File: config.mk
export PLATFORM = sky130hd
export DESIGN_NAME = restoring_divider
export DESIGN_NICKNAME = d
export VERILOG_FILES = /design/src/rtl/restoring_divider_pkg.sv /design/src/rtl/restoring_divider_addsub.sv /design/src/rtl/restoring_divider.sv
export SDC_FILE = /design/constraint.sdc
export NUM_CORES = 1
export LEC_CHECK = 0
export CAP_MARGIN = 40
export CORE_MARGIN = 2
export CORE_UTILIZATION = 47
export DETAILED_ROUTE_END_ITERATION = 10
export GPL_TIMING_DRIVEN = 1
export PLACE_DENSITY = 0.72
export SYNTH_ARGS = -nofsm -noshare
export SYNTH_HDL_FRONTEND = slang
export SYNTH_SLANG_ARGS = --single-unit
File: constraint.sdc
create_clock -name clk -period 4.4 [get_ports clk]
set_input_delay 0.88 -clock clk [delete_from_list [all_inputs] [get_ports clk]]
set_output_delay 0.88 -clock clk [all_outputs]
set_load 0.02 [all_outputs]
File: src/rtl/restoring_divider_pkg.sv
// Shared definitions for the restoring divider: FSM state encoding and
// the quotient value reported on divide-by-zero.
package restoring_divider_pkg;

    typedef enum logic [1:0] {
        IDLE = 2'd0,
        RUN  = 2'd1,
        DONE = 2'd2
    } state_t;

    // Widest operand supported; the all-ones quotient is sliced to width w.
    localparam int MAX_W = 64;
    localparam logic [MAX_W-1:0] DBZ_QUOTIENT_ALL = {MAX_W{1'b1}};

endpackage

File: src/rtl/restoring_divider_addsub.sv
// Ripple adder/subtractor built from full-adder cells (FAC).
// sub=1 gives a - b in two's complement; the final carry-out is not produced.
module fac (
    input  logic i_a,
    input  logic i_b,
    input  logic i_cin,
    output logic o_s,
    output logic o_cout
);
    assign o_s    = i_a ^ i_b ^ i_cin;
    assign o_cout = (i_a & i_b) | (i_a & i_cin) | (i_b & i_cin);
endmodule

module adder_subtractor #(
    parameter int w = 9
) (
    input  logic [w-1:0] i_a,
    input  logic [w-1:0] i_b,
    input  logic         i_sub,
    output logic [w-1:0] o_s
);
    logic [w-1:0] w_bx;
    logic [w-1:0] w_c;

    assign w_bx   = i_b ^ {w{i_sub}};
    assign w_c[0] = i_sub;

    genvar gi;
    generate
        for (gi = 0; gi < w - 1; gi++) begin : g_cell
            fac u_fac (
                .i_a   (i_a[gi]),
                .i_b   (w_bx[gi]),
                .i_cin (w_c[gi]),
                .o_s   (o_s[gi]),
                .o_cout(w_c[gi+1])
            );
        end
    endgenerate

    // Top bit carries the sign of the difference; its carry-out is never needed.
    assign o_s[w-1] = i_a[w-1] ^ w_bx[w-1] ^ w_c[w-1];
endmodule

File: src/rtl/restoring_divider.sv
// Sequential unsigned restoring divider: one quotient bit per clock, start/done
// handshake, divide-by-zero reported with an all-ones quotient and r = x.
module restoring_divider
    import restoring_divider_pkg::*;
#(
    parameter int w = 8
) (
    input  logic         clk,
    input  logic         rst,
    input  logic         start,
    input  logic [w-1:0] x,
    input  logic [w-1:0] y,
    output logic         busy,
    output logic         done,
    output logic [w-1:0] q,
    output logic [w-1:0] r,
    output logic         dbz
);
    localparam int CW = $clog2(w + 1);

    state_t         r_state;
    state_t         w_next_state;
    // Partial remainder stays below the divisor, so its (w+1)th bit is always zero.
    logic [w-1:0]   r_a;
    logic [w-1:0]   r_qreg;
    logic [w:0]     r_m;
    logic [CW-1:0]  r_count;
    logic [w-1:0]   r_q;
    logic [w-1:0]   r_r;
    logic           r_dbz;

    logic [w:0]     w_s;
    logic [w:0]     w_t;
    logic [w-1:0]   w_a_nxt;
    logic [w-1:0]   w_q_nxt;
    logic           w_last;

    assign w_s    = {r_a, r_qreg[w-1]};
    assign w_last = (r_count == CW'(1));

    adder_subtractor #(
        .w(w + 1)
    ) u_addsub (
        .i_a  (w_s),
        .i_b  (r_m),
        .i_sub(1'b1),
        .o_s  (w_t)
    );

    // Restore step: keep the difference when non-negative, else keep the shifted value.
    always_comb begin
        w_a_nxt = w_s[w-1:0];
        w_q_nxt = {r_qreg[w-2:0], 1'b0};
        if (w_t[w] == 1'b0) begin
            w_a_nxt = w_t[w-1:0];
            w_q_nxt = {r_qreg[w-2:0], 1'b1};
        end else begin
            w_a_nxt = w_s[w-1:0];
            w_q_nxt = {r_qreg[w-2:0], 1'b0};
        end
    end

    // State register.
    always_ff @(posedge clk) begin
        if (rst) begin
            r_state <= IDLE;
        end else begin
            r_state <= w_next_state;
        end
    end

    // Next-state logic; start is honoured only when idle or completing.
    always_comb begin
        w_next_state = r_state;
        case (r_state)
            IDLE, DONE: begin
                if (start) begin
                    w_next_state = (y == {w{1'b0}}) ? DONE : RUN;
                end else begin
                    w_next_state = IDLE;
                end
            end
            RUN: begin
                if (w_last) begin
                    w_next_state = DONE;
                end else begin
                    w_next_state = RUN;
                end
            end
            default: w_next_state = IDLE;
        endcase
    end

    // Datapath registers: operand capture, iteration, and result update.
    always_ff @(posedge clk) begin
        if (rst) begin
            r_a     <= {w{1'b0}};
            r_qreg  <= {w{1'b0}};
            r_m     <= {(w + 1){1'b0}};
            r_count <= {CW{1'b0}};
            r_q     <= {w{1'b0}};
            r_r     <= {w{1'b0}};
            r_dbz   <= 1'b0;
        end else begin
            case (r_state)
                IDLE, DONE: begin
                    if (start && (y == {w{1'b0}})) begin
                        r_q   <= DBZ_QUOTIENT_ALL[w-1:0];
                        r_r   <= x;
                        r_dbz <= 1'b1;
                    end else if (start) begin
                        r_a     <= {w{1'b0}};
                        r_qreg  <= x;
                        r_m     <= {1'b0, y};
                        r_count <= CW'(w);
                    end
                end
                RUN: begin
                    r_a     <= w_a_nxt;
                    r_qreg  <= w_q_nxt;
                    r_count <= r_count - CW'(1);
                    if (w_last) begin
                        r_q   <= w_q_nxt;
                        r_r   <= w_a_nxt;
                        r_dbz <= 1'b0;
                    end
                end
                default: begin
                    r_count <= {CW{1'b0}};
                end
            endcase
        end
    end

    // Handshake outputs decode directly from the state register.
    always_comb begin
        busy = 1'b0;
        done = 1'b0;
        case (r_state)
            RUN:     busy = 1'b1;
            DONE:    done = 1'b1;
            default: begin
                busy = 1'b0;
                done = 1'b0;
            end
        endcase
    end

    assign q   = r_q;
    assign r   = r_r;
    assign dbz = r_dbz;

endmodule

==> flow_summary.json, run 1 <==
{
  "critPathMaxFanout": 6,
  "slew_headroom_pct": 55.6,
  "final.setup.tns_ns": 0,
  "drtPass1Iterations": 5,
  "max_cap_violations": 0,
  "yosys-top-cells-area": "dfxtp_1 42%, a21oi_1 6.7%, fa_1 6.3%",
  "power_density_nw_per_um2": 429,
  "peakVddDrop_v": 0.000322,
  "routed_via_density": 5.75,
  "netlist.area_leader.share_pct": 42.1,
  "cpPeakStageDelay_ns": 0.45,
  "synth_common_cells": "47 x dfxtp_1, 37 x nand2_1, 30 x a21oi_1",
  "yosysSeqAreaShare_pct": 42.1,
  "wl_per_cell_um": 15.5,
  "drt_iter0_markers": 184,
  "vias": 1991,
  "synth_edf_count": 0,
  "hold_path_depth": 2,
  "hpwl_um": 3650,
  "drc_errors": 0,
  "dominantRegCellSynth": "dfxtp_1",
  "yosysTopAreaCell": "dfxtp_1",
  "wl_um": 5360,
  "startpoint_type": "flip-flop",
  "dieHeight_um": 73.0,
  "cts_buffers": 5,
  "drive_above_1_share_pct": 16.8,
  "r2r_cells": 13,
  "insertion_delay_ns": 0.30,
  "synth.avg_cell_area_um2": 8.73,
  "power_mw": 1.23,
  "clk_pin_slew_ns": 0.09,
  "final-setup-viol-count": 0,
  "holdBufCountCts": 0,
  "skew_ns": 0.00617,
  "cts_sinks": 47,
  "finalHoldViolCount": 0,
  "fin_crit_sh_pct": 97.5,
  "report.final.slew_viol_count": 0,
  "max_freq_ghz": 0.233,
  "cts_tree": "yes",
  "io_buffers": 37,
  "cpMostUsedCell": "fa_2",
  "io_pins": 38,
  "dp.cells": 336,
  "path_cells": "inv_1 -> ha_1 -> fa_2 -> fa_2 -> fa_2 -> fa_2 -> fa_2 -> fa_2 -> fa_2 -> xnor2_4 -> nor2_2 -> o31a_1 -> a221oi_2",
  "post-synth-top-count-cell": "dfxtp_1",
  "h-tree-depth": 2,
  "p_leak_nw": 1.01,
  "antenna-diode-count": 0,
  "synth-seq-cells": 47,
  "fin_nets": 320,
  "yosys_warnings": 0,
  "grt_pass1_wl_um": 8940,
  "row_count": 25,
  "grt_start_max_net_pins": 37,
  "crit_arrival_ns": 4.50,
  "routabilityCongestion": 0.829,
  "start_util_pct": 48.0,
  "grt_pass1_vias": 1811,
  "synthToLayoutAreaGrowth_pct": 28.3,
  "coreArea_um2": 4660,
  "yosys.cell_types.count": 39,
  "fp.dieW_um": 73.0,
  "end_kind": "flip-flop",
  "crit_slowest_cell": "fa_2",
  "synth_nets": 285,
  "grt_remaining_overflow": 0,
  "worst_pin_slew_ns": 0.666,
  "synthArstFlopShare_pct": 0,
  "cp.required_ns": 4.61,
  "syn_inst": 256,
  "cts-root-buf": "clkbuf_8",
  "antenna_found_initial": 0,
  "hold_path_class": "reg -> reg",
  "crit_type": "reg -> reg",
  "period_needed_ns": 4.29,
  "track_usage_pct": 21.7,
  "drt.antenna.violating_nets": 0,
  "status": "completed",
  "fillerInstances": 416,
  "layoutNonFillerInstCount": 346,
  "die_area_um2": 5320,
  "synthesis.area_um2": 2240,
  "max-clock-path-buffers": 2,
  "whs_ns": 0.457
}
-- cell families after synthesis --
group                      share of synthesized area [%]
AOI/OAI and AO/OA                                   24.7
xor gates and xnor gates                           0.728
adders and majority gates                           7.95
buffers and inverters                               6.99
DFF                                                 42.1
and+or+nand+nor                                     17.5
-- metrics by stage --
step	setup slack [ns]	instance area, µm²	utilization, %
2_1_floorplan	0.0187	2260	-
3_3_place_gp	0.0154	2650	56.9
3_5_place_dp	-0.0601	2650	56.9
4_1_cts	0.0143	2830	60.7
5_1_grt	-0.0479	2870	61.5
6_report	0.108	2870	61.5
-- worst max-delay path, delay by kind of cell (launching register included) --
| family | cells | cell delay [ns] |
|---|---|---|
| adder cells (fa/ha/maj) | 8 | 2.79 |
| AO/OA/AOI/OAI | 2 | 0.61 |
| XOR/XNOR | 1 | 0.35 |
| flip-flops | 1 | 0.33 |
| AND/OR/NAND/NOR | 1 | 0.07 |
| buffers and inverters | 1 | 0.04 |
-- routing by layer --
metal	vias up	wire length, µm	part of all wire (%)	global-route usage (%)
li1	971	-	-	-
met1	941	2540	47	32.3
met2	69	2410	45	32.4
met3	10	336	6.3	4.56
met4	0	74	1.4	4.73
met5	-	0	0	0
-- state kept, by name (all words and copies together) (netlist names) --
name,count
r_count,4
dbz,1
r_state,2
r,8
r_qreg,8
q,8
r_a,8
r_m,8
-- final timing paths --
check / slack (ns) / end / startpoint
max reg2reg: 0.11 / r[2]$_SDFFE_PP0P_ / r_qreg[7]$_SDFFE_PP0P_
min reg2reg: 0.46 / dbz$_SDFFE_PP0P_ / dbz$_SDFFE_PP0P_
min: 0.46 / dbz$_SDFFE_PP0P_ / dbz$_SDFFE_PP0P_
max: 0.11 / r[2]$_SDFFE_PP0P_ / r_qreg[7]$_SDFFE_PP0P_
-- report_power, final --
part	switching, mW	internal (mW)	leakage (nW)	total [mW]
Clock	0.153	0.227	0.0644	0.379
Sequential	0.0277	0.459	0.384	0.487
Combinational	0.197	0.167	0.562	0.365
Total	0.378	0.853	1.01	1.23
-- placed cells by master, fill, tap and decap left out, drive strengths merged, types with 2 or more instances in the layout --
| master | synthesis | routed |
|---|---|---|
| or4 | 2 | 2 |
| buf | 9 | 9 |
| nor2b | 2 | 2 |
| inv | 15 | 15 |
| a31o | 3 | 3 |
| o21ai | 10 | 10 |
| nor2 | 14 | 14 |
| ha | 3 | 3 |
| nand2 | 38 | 38 |
| dfxtp | 47 | 47 |
| clkdlybuf4s50 | 0 | 37 |
| and2 | 5 | 5 |
| fa | 7 | 7 |
| clkbuf | 10 | 5 |
| o31a | 5 | 5 |
| nand3 | 6 | 6 |
| o221a | 7 | 7 |
| o211ai | 3 | 3 |
| a221oi | 6 | 6 |
| nor4 | 2 | 2 |
| a31oi | 3 | 3 |
| nand2b | 2 | 2 |
| a21oi | 30 | 30 |
| xnor2 | 1 | 2 |
| o21a | 7 | 7 |
| nor3 | 12 | 12 |
| bufinv | 0 | 2 |
-- layout make-up --
cell class                 instances  area [µm²]  area share [%]
tap                               54        67.6            2.36
clock buffer                       5        68.8            2.40
clock inverter                     3        67.6            2.36
inverter                          15        56.3            1.96
multi-input combinational        176        1220            42.7
sequential                        47         942            32.9
timing repair buffer              46         442            15.4
-- timing repair --
| action | in CTS | in global routing |
|---|---|---|
| endpoints found under the setup margin | 10 | 12 |
| resized for setup | 3 | 11 |
| pin swaps | 2 | 5 |
| buffers inserted | 1 | 0 |
| gates cloned | 1 | 0 |
No activity file was read; power rests on OpenSTA's default activity.
==> run 2: changes to the inputs <==
--- a/config.mk
+++ b/config.mk
@@ -6,7 +6,7 @@
 export NUM_CORES = 1
 export LEC_CHECK = 0
 export CAP_MARGIN = 40
-export CORE_MARGIN = 2
+export CORE_MARGIN = 8
 export CORE_UTILIZATION = 47
 export DETAILED_ROUTE_END_ITERATION = 10
 export GPL_TIMING_DRIVEN = 1
==> constraint.sdc (replaced) <==
create_clock -name clk -period 4.4 [get_ports clk]
set_input_delay 0.44 -clock clk [delete_from_list [all_inputs] [get_ports clk]]
set_output_delay 0.44 -clock clk [all_outputs]
set_load 0.02 [all_outputs]
==> run 2 against run 1 <==
  * Sequential power barely moved
  * Final cell count fell by 0.58%
  * Core utilization fell by 1.4 points
  * Register-to-register slack improved by 0.04 ns
  * Clock power fell by 30%
  * Clock skew rose by 0.00081 ns
  * Worst setup slack improved by 0.045 ns
  * Power fell by 11%
  * Combinational power fell by 5.5%
  * Sequential share of layout area rose by 0.78 points
  * Worst hold slack improved by 0.0086 ns
  * Largest power group unchanged
==> flow_summary.json, run 2 (synthesis results as in run 1) <==
{
  "antenna_found_initial": 0,
  "fin_crit_sh_pct": 96.5,
  "cp.required_ns": 4.61,
  "grt_pass1_wl_um": 9270,
  "fp.dieW_um": 85.0,
  "finalHoldViolCount": 0,
  "row_count": 25,
  "wl_per_cell_um": 16.0,
  "grt_pass1_vias": 1871,
  "worst_pin_slew_ns": 0.658,
  "final_common_cell": "dfxtp_1",
  "final-setup-viol-count": 0,
  "io_pins": 38,
  "drive_above_1_share_pct": 15.9,
  "drc_errors": 0,
  "skew_ns": 0.00698,
  "drt.antenna.violating_nets": 0,
  "dieHeight_um": 85.0,
  "layoutNonFillerInstCount": 344,
  "report.final.slew_viol_count": 0,
  "max_freq_ghz": 0.235,
  "routed_via_density": 5.61,
  "cts-root-buf": "clkbuf_8",
  "die_area_um2": 7220,
  "drt_iter0_markers": 147,
  "rsz0062_at_grt": "false",
  "drtPass1Iterations": 4,
  "power_mw": 1.10,
  "p_leak_nw": 0.988,
  "hold_path_class": "reg -> reg",
  "io_buffers": 37,
  "power_density_nw_per_um2": 391,
  "dp.cells": 336,
  "status": "completed",
  "slew_headroom_pct": 56.1,
  "layout_common_cells": "46 x dfxtp_1, 37 x nand2_1, 37 x clkdlybuf4s50_1, 30 x a21oi_1, 15 x inv_1",
  "crit_type": "reg -> reg",
  "holdBufCountCts": 0,
  "peakVddDrop_v": 0.000299,
  "track_usage_pct": 15.8,
  "r2r_cells": 13,
  "end_kind": "flip-flop",
  "cts_tree": "yes",
  "startpoint_type": "flip-flop",
  "hpwl_um": 3960,
  "crit_arrival_ns": 4.46,
  "max_cap_violations": 0,
  "grt_remaining_overflow": 0,
  "start_util_pct": 48.0,
  "routabilityCongestion": 0.809,
  "synthToLayoutAreaGrowth_pct": 25.3,
  "cts_buffers": 5,
  "critPathMaxFanout": 6,
  "period_needed_ns": 4.25,
  "h-tree-depth": 2,
  "post-cts-setup-buffers": 0,
  "insertion_delay_ns": 0.30,
  "hold_path_depth": 2,
  "clk_pin_slew_ns": 0.09,
  "antenna-diode-count": 0,
  "fin_nets": 319,
  "vias": 1929,
  "coreArea_um2": 4660,
  "cts_sinks": 47,
  "utilization_pct": 60.1,
  "wl_um": 5500,
  "grt_start_max_net_pins": 30,
  "max-clock-path-buffers": 2
}
## run 2: cell count changes in the layout (fill, tap and decap cells not counted), sizes merged
cell	delta
clkinv	+1
buf	-1
bufinv	-2
clkinvlp	-1
clkbuf	+1
## run 2: final timing paths
| path | startpoint | to | slack (ns) |
|---|---|---|---|
| setup reg to reg | r_qreg[7]$_SDFFE_PP0P_ | r[4]$_SDFFE_PP0P_ | 0.15 |
| hold / removal | dbz$_SDFFE_PP0P_ | dbz$_SDFFE_PP0P_ | 0.47 |
| setup / recovery | r_qreg[7]$_SDFFE_PP0P_ | r[4]$_SDFFE_PP0P_ | 0.15 |
| hold reg to reg | dbz$_SDFFE_PP0P_ | dbz$_SDFFE_PP0P_ | 0.47 |
## run 2: stage by stage
stage               instance area, µm²  hold WS [ns]  worst slack (ns)  TNS (ns)
floorplan                         2260         0.439            0.0187         0
global placement                  2650         0.444           0.00131         0
detailed placement                2650         0.456           -0.0826    -0.399
CTS                               2780         0.469            0.0602         0
global route                      2800         0.501           0.00827         0
finish                            2800         0.465             0.153         0
## run 2: cell type report
type,instances,area (µm²)
clock buffers,6,82.6
clock inverters,1,5.00
fillers,428,1860
inverters,15,56.3
multi-input cells,176,1220
flip-flops and latches,47,942
well taps,54,67.6
repair buffers,45,430
## run 2: timing repair
item / 4_1_cts / 5_1_grt
gates resized for setup: 4 / 8
setup endpoints to repair: 10 / 12
cloned: 1 / 0
pin swaps: 2 / 5
## run 2: worst max-delay path, cell delays in order, from the launching register on
cell,delay [ns]
dfxtp_2,0.34
inv_1,0.05
ha_1,0.19
fa_2,0.37
fa_2,0.36
fa_2,0.35
fa_2,0.36
fa_2,0.35
fa_2,0.37
fa_2,0.45
xnor2_4,0.33
nor2_1,0.10
o31a_1,0.29
a221oi_2,0.25
## run 2: per-layer routing
layer / wire length [µm] / share of wire [%] / vias to the layer above / global-route usage (%)
li1: - / - / 966 / -
met1: 2710 / 49 / 906 / 21.0
met2: 2460 / 45 / 51 / 24.4
met3: 274 / 5.0 / 6 / 3.96
met4: 53 / 0.96 / 0 / 4.53
met5: 0 / 0 / - / 0
## run 2: where the power goes
part | leakage (nW) | switching (mW) | total (mW) | internal [mW]
registers | 0.384 | 0.0280 | 0.487 | 0.459
clock network | 0.0470 | 0.141 | 0.265 | 0.124
logic | 0.557 | 0.186 | 0.345 | 0.159
==> run 3: changes to the inputs <==
--- a/config.mk
+++ b/config.mk
@@ -7,10 +7,10 @@
 export LEC_CHECK = 0
 export CAP_MARGIN = 40
 export CORE_MARGIN = 8
-export CORE_UTILIZATION = 47
+export CORE_UTILIZATION = 35
 export DETAILED_ROUTE_END_ITERATION = 10
 export GPL_TIMING_DRIVEN = 1
-export PLACE_DENSITY = 0.72
+export PLACE_DENSITY = 0.56
 export SYNTH_ARGS = -nofsm -noshare
 export SYNTH_HDL_FRONTEND = slang
 export SYNTH_SLANG_ARGS = --single-unit
==> run 3 against run 2 <==
  * Clock-buffer cell count unchanged
  * Power grew 3.4%
  * Sequential power about the same
  * Wire length rose by 5.5%
  * Highest routed layer unchanged
==> flow_summary.json, run 3 (synthesis results as in run 1) <==
{
  "route.met2.wl_um": 2820,
  "cts_buffers": 5,
  "grt_remaining_overflow": 0,
  "layoutNonFillerInstCount": 367,
  "grt_start_max_net_pins": 36,
  "hold_path_depth": 2,
  "top_layer": "met4",
  "clk_pin_slew_ns": 0.09,
  "io_pins": 38,
  "synthToLayoutAreaGrowth_pct": 26.8,
  "path_buf_inv": 1,
  "cts_sinks": 47,
  "io_buffers": 37,
  "hpwl_um": 4130,
  "r2r-start": "r_qreg[7]$_SDFFE_PP0P_",
  "drc_errors": 0,
  "insertion_delay_ns": 0.30,
  "antenna-diode-count": 0,
  "dp.cells": 359,
  "routed_via_density": 5.26,
  "wl_met3_um": 332,
  "r2r_cells": 13,
  "cpLargestDelayFamily": "adder cells",
  "crit_type": "reg -> reg",
  "setup_ws_ns": 0.168,
  "worst_hold_path.endpoint": "r_m[0]$_SDFFE_PP0P_",
  "end_kind": "flip-flop",
  "startpoint_type": "flip-flop",
  "power_density_nw_per_um2": 400,
  "status": "completed",
  "met1_length_um": 2590,
  "max-clock-path-buffers": 2,
  "p_leak_nw": 0.991,
  "h-tree-depth": 2,
  "drt.antenna.violating_nets": 0,
  "fin_nets": 319,
  "grt_pass1_vias": 1883,
  "max_cap_violations": 0,
  "skew_ns": 0.0129,
  "finalInstanceArea_um2": 2840,
  "wl_per_cell_um": 15.8,
  "wl_um": 5800,
  "crit_slowest_cell": "fa_2",
  "cp.required_ns": 4.62,
  "coreArea_um2": 6280,
  "die_area_um2": 9200,
  "period_needed_ns": 4.23,
  "track_usage_pct": 13.1,
  "final-setup-viol-count": 0,
  "final_common_cell": "dfxtp_1",
  "cts-root-buf": "clkbuf_8",
  "peakVddDrop_v": 0.000158,
  "r2r_setup_slack_ns": 0.17,
  "grt_pass1_wl_um": 9320,
  "timing.rr.end": "r[3]$_SDFFE_PP0P_",
  "crit_arrival_ns": 4.45,
  "utilization_pct": 45.2,
  "drive_above_1_share_pct": 14.1,
  "drtPass1Iterations": 4,
  "vias": 1932,
  "fp.dieW_um": 95.9,
  "finalHoldViolCount": 0,
  "report.final.slew_viol_count": 0,
  "hold_path_class": "reg -> reg",
  "hp-start": "r_m[0]$_SDFFE_PP0P_",
  "holdBufCountCts": 0,
  "antenna_found_initial": 0,
  "cpPeakStageDelay_ns": 0.45,
  "cpMostUsedCell": "fa_2",
  "slew_headroom_pct": 54.8,
  "critPathMaxFanout": 6,
  "dieHeight_um": 95.9,
  "max_freq_ghz": 0.236,
  "routabilityCongestion": 0.772,
  "path_cells": "inv_1 -> ha_1 -> fa_2 -> fa_2 -> fa_2 -> fa_2 -> fa_2 -> fa_2 -> fa_2 -> xnor2_4 -> nor2_1 -> o31a_1 -> a221oi_2",
  "fin_crit_sh_pct": 96.2,
  "place_area_um2": 2680,
  "cts_tree": "yes",
  "place_ws_ns": -0.107,
  "drt_iter0_markers": 120,
  "row_count": 29,
  "layout_common_cells": "46 x dfxtp_1, 37 x nand2_1, 37 x clkdlybuf4s50_1, 30 x a21oi_1, 15 x inv_1",
  "start_util_pct": 35.6,
  "worst_pin_slew_ns": 0.677
}
[run 3: repair_timing]
item	in CTS	in global routing
pin swaps	2	3
setup buffers	0	0
setup endpoints to repair	12	12
cloned	1	0
resized for setup	4	4
[run 3: layout make-up]
type                            instances  area [µm²]
Multi-Input combinational cell        176        1210
Clock inverter                          1        30.0
Tap cell                               77        96.3
Fill cell                             632        3440
Clock buffer                            6        72.6
Timing Repair Buffer                   45         430
Sequential cell                        47         942
Inverter                               15        56.3
[run 3: worst max-delay path by stage]
stage / startpoint / end / slack (ns) / depth (start not counted)
floorplan: r_qreg[7]$_SDFFE_PP0P_ / r[3]$_SDFFE_PP0P_ / 0.02 / 14
global placement: r_qreg[7]$_SDFFE_PP0P_ / r[4]$_SDFFE_PP0P_ / -0.002 / 13
detailed placement: r_qreg[7]$_SDFFE_PP0P_ / r[0]$_SDFFE_PP0P_ / -0.11 / 13
CTS: r_qreg[7]$_SDFFE_PP0P_ / r[0]$_SDFFE_PP0P_ / 0.02 / 13
global route: r_qreg[7]$_SDFFE_PP0P_ / r[2]$_SDFFE_PP0P_ / -0.03 / 13
finish: r_qreg[7]$_SDFFE_PP0P_ / r[3]$_SDFFE_PP0P_ / 0.17 / 13
[run 3: per-stage QoR]
| step | setup TNS (ns) | power [mW] | hold slack, ns |
|---|---|---|---|
| 4_1_cts | 0 | 1.14 | 0.469 |
| 3_5_place_dp | -0.592 | 0.810 | 0.458 |
| 3_3_place_gp | -0.00180 | 0.805 | 0.446 |
| 5_1_grt | -0.0511 | 1.20 | 0.485 |
| 2_1_floorplan | 0 | 0.719 | 0.439 |
| 6_report | 0 | 1.13 | 0.466 |
[run 3: per-layer routing]
metal | up-vias | track usage [%]
met5 | - | 0
met1 | 908 | 16.2
met2 | 47 | 22.0
li1 | 972 | -
met4 | 0 | 3.84
met3 | 5 | 3.20
[run 3: where the power goes]
| group | internal [mW] | leakage (nW) | total (mW) | switching (mW) |
|---|---|---|---|---|
| sequential | 0.459 | 0.384 | 0.486 | 0.0269 |
| combinational | 0.156 | 0.555 | 0.341 | 0.185 |
| clock | 0.167 | 0.0513 | 0.307 | 0.140 |
[run 3: worst register-to-register path, cell delays in order (launching register included)]
cell      delay, ns
dfxtp_2        0.34
inv_1          0.04
ha_1           0.19
fa_2           0.37
fa_2           0.37
fa_2           0.37
fa_2           0.35
fa_2           0.37
fa_2           0.36
fa_2           0.45
xnor2_4        0.28
nor2_1         0.09
o31a_1         0.31
a221oi_2       0.26
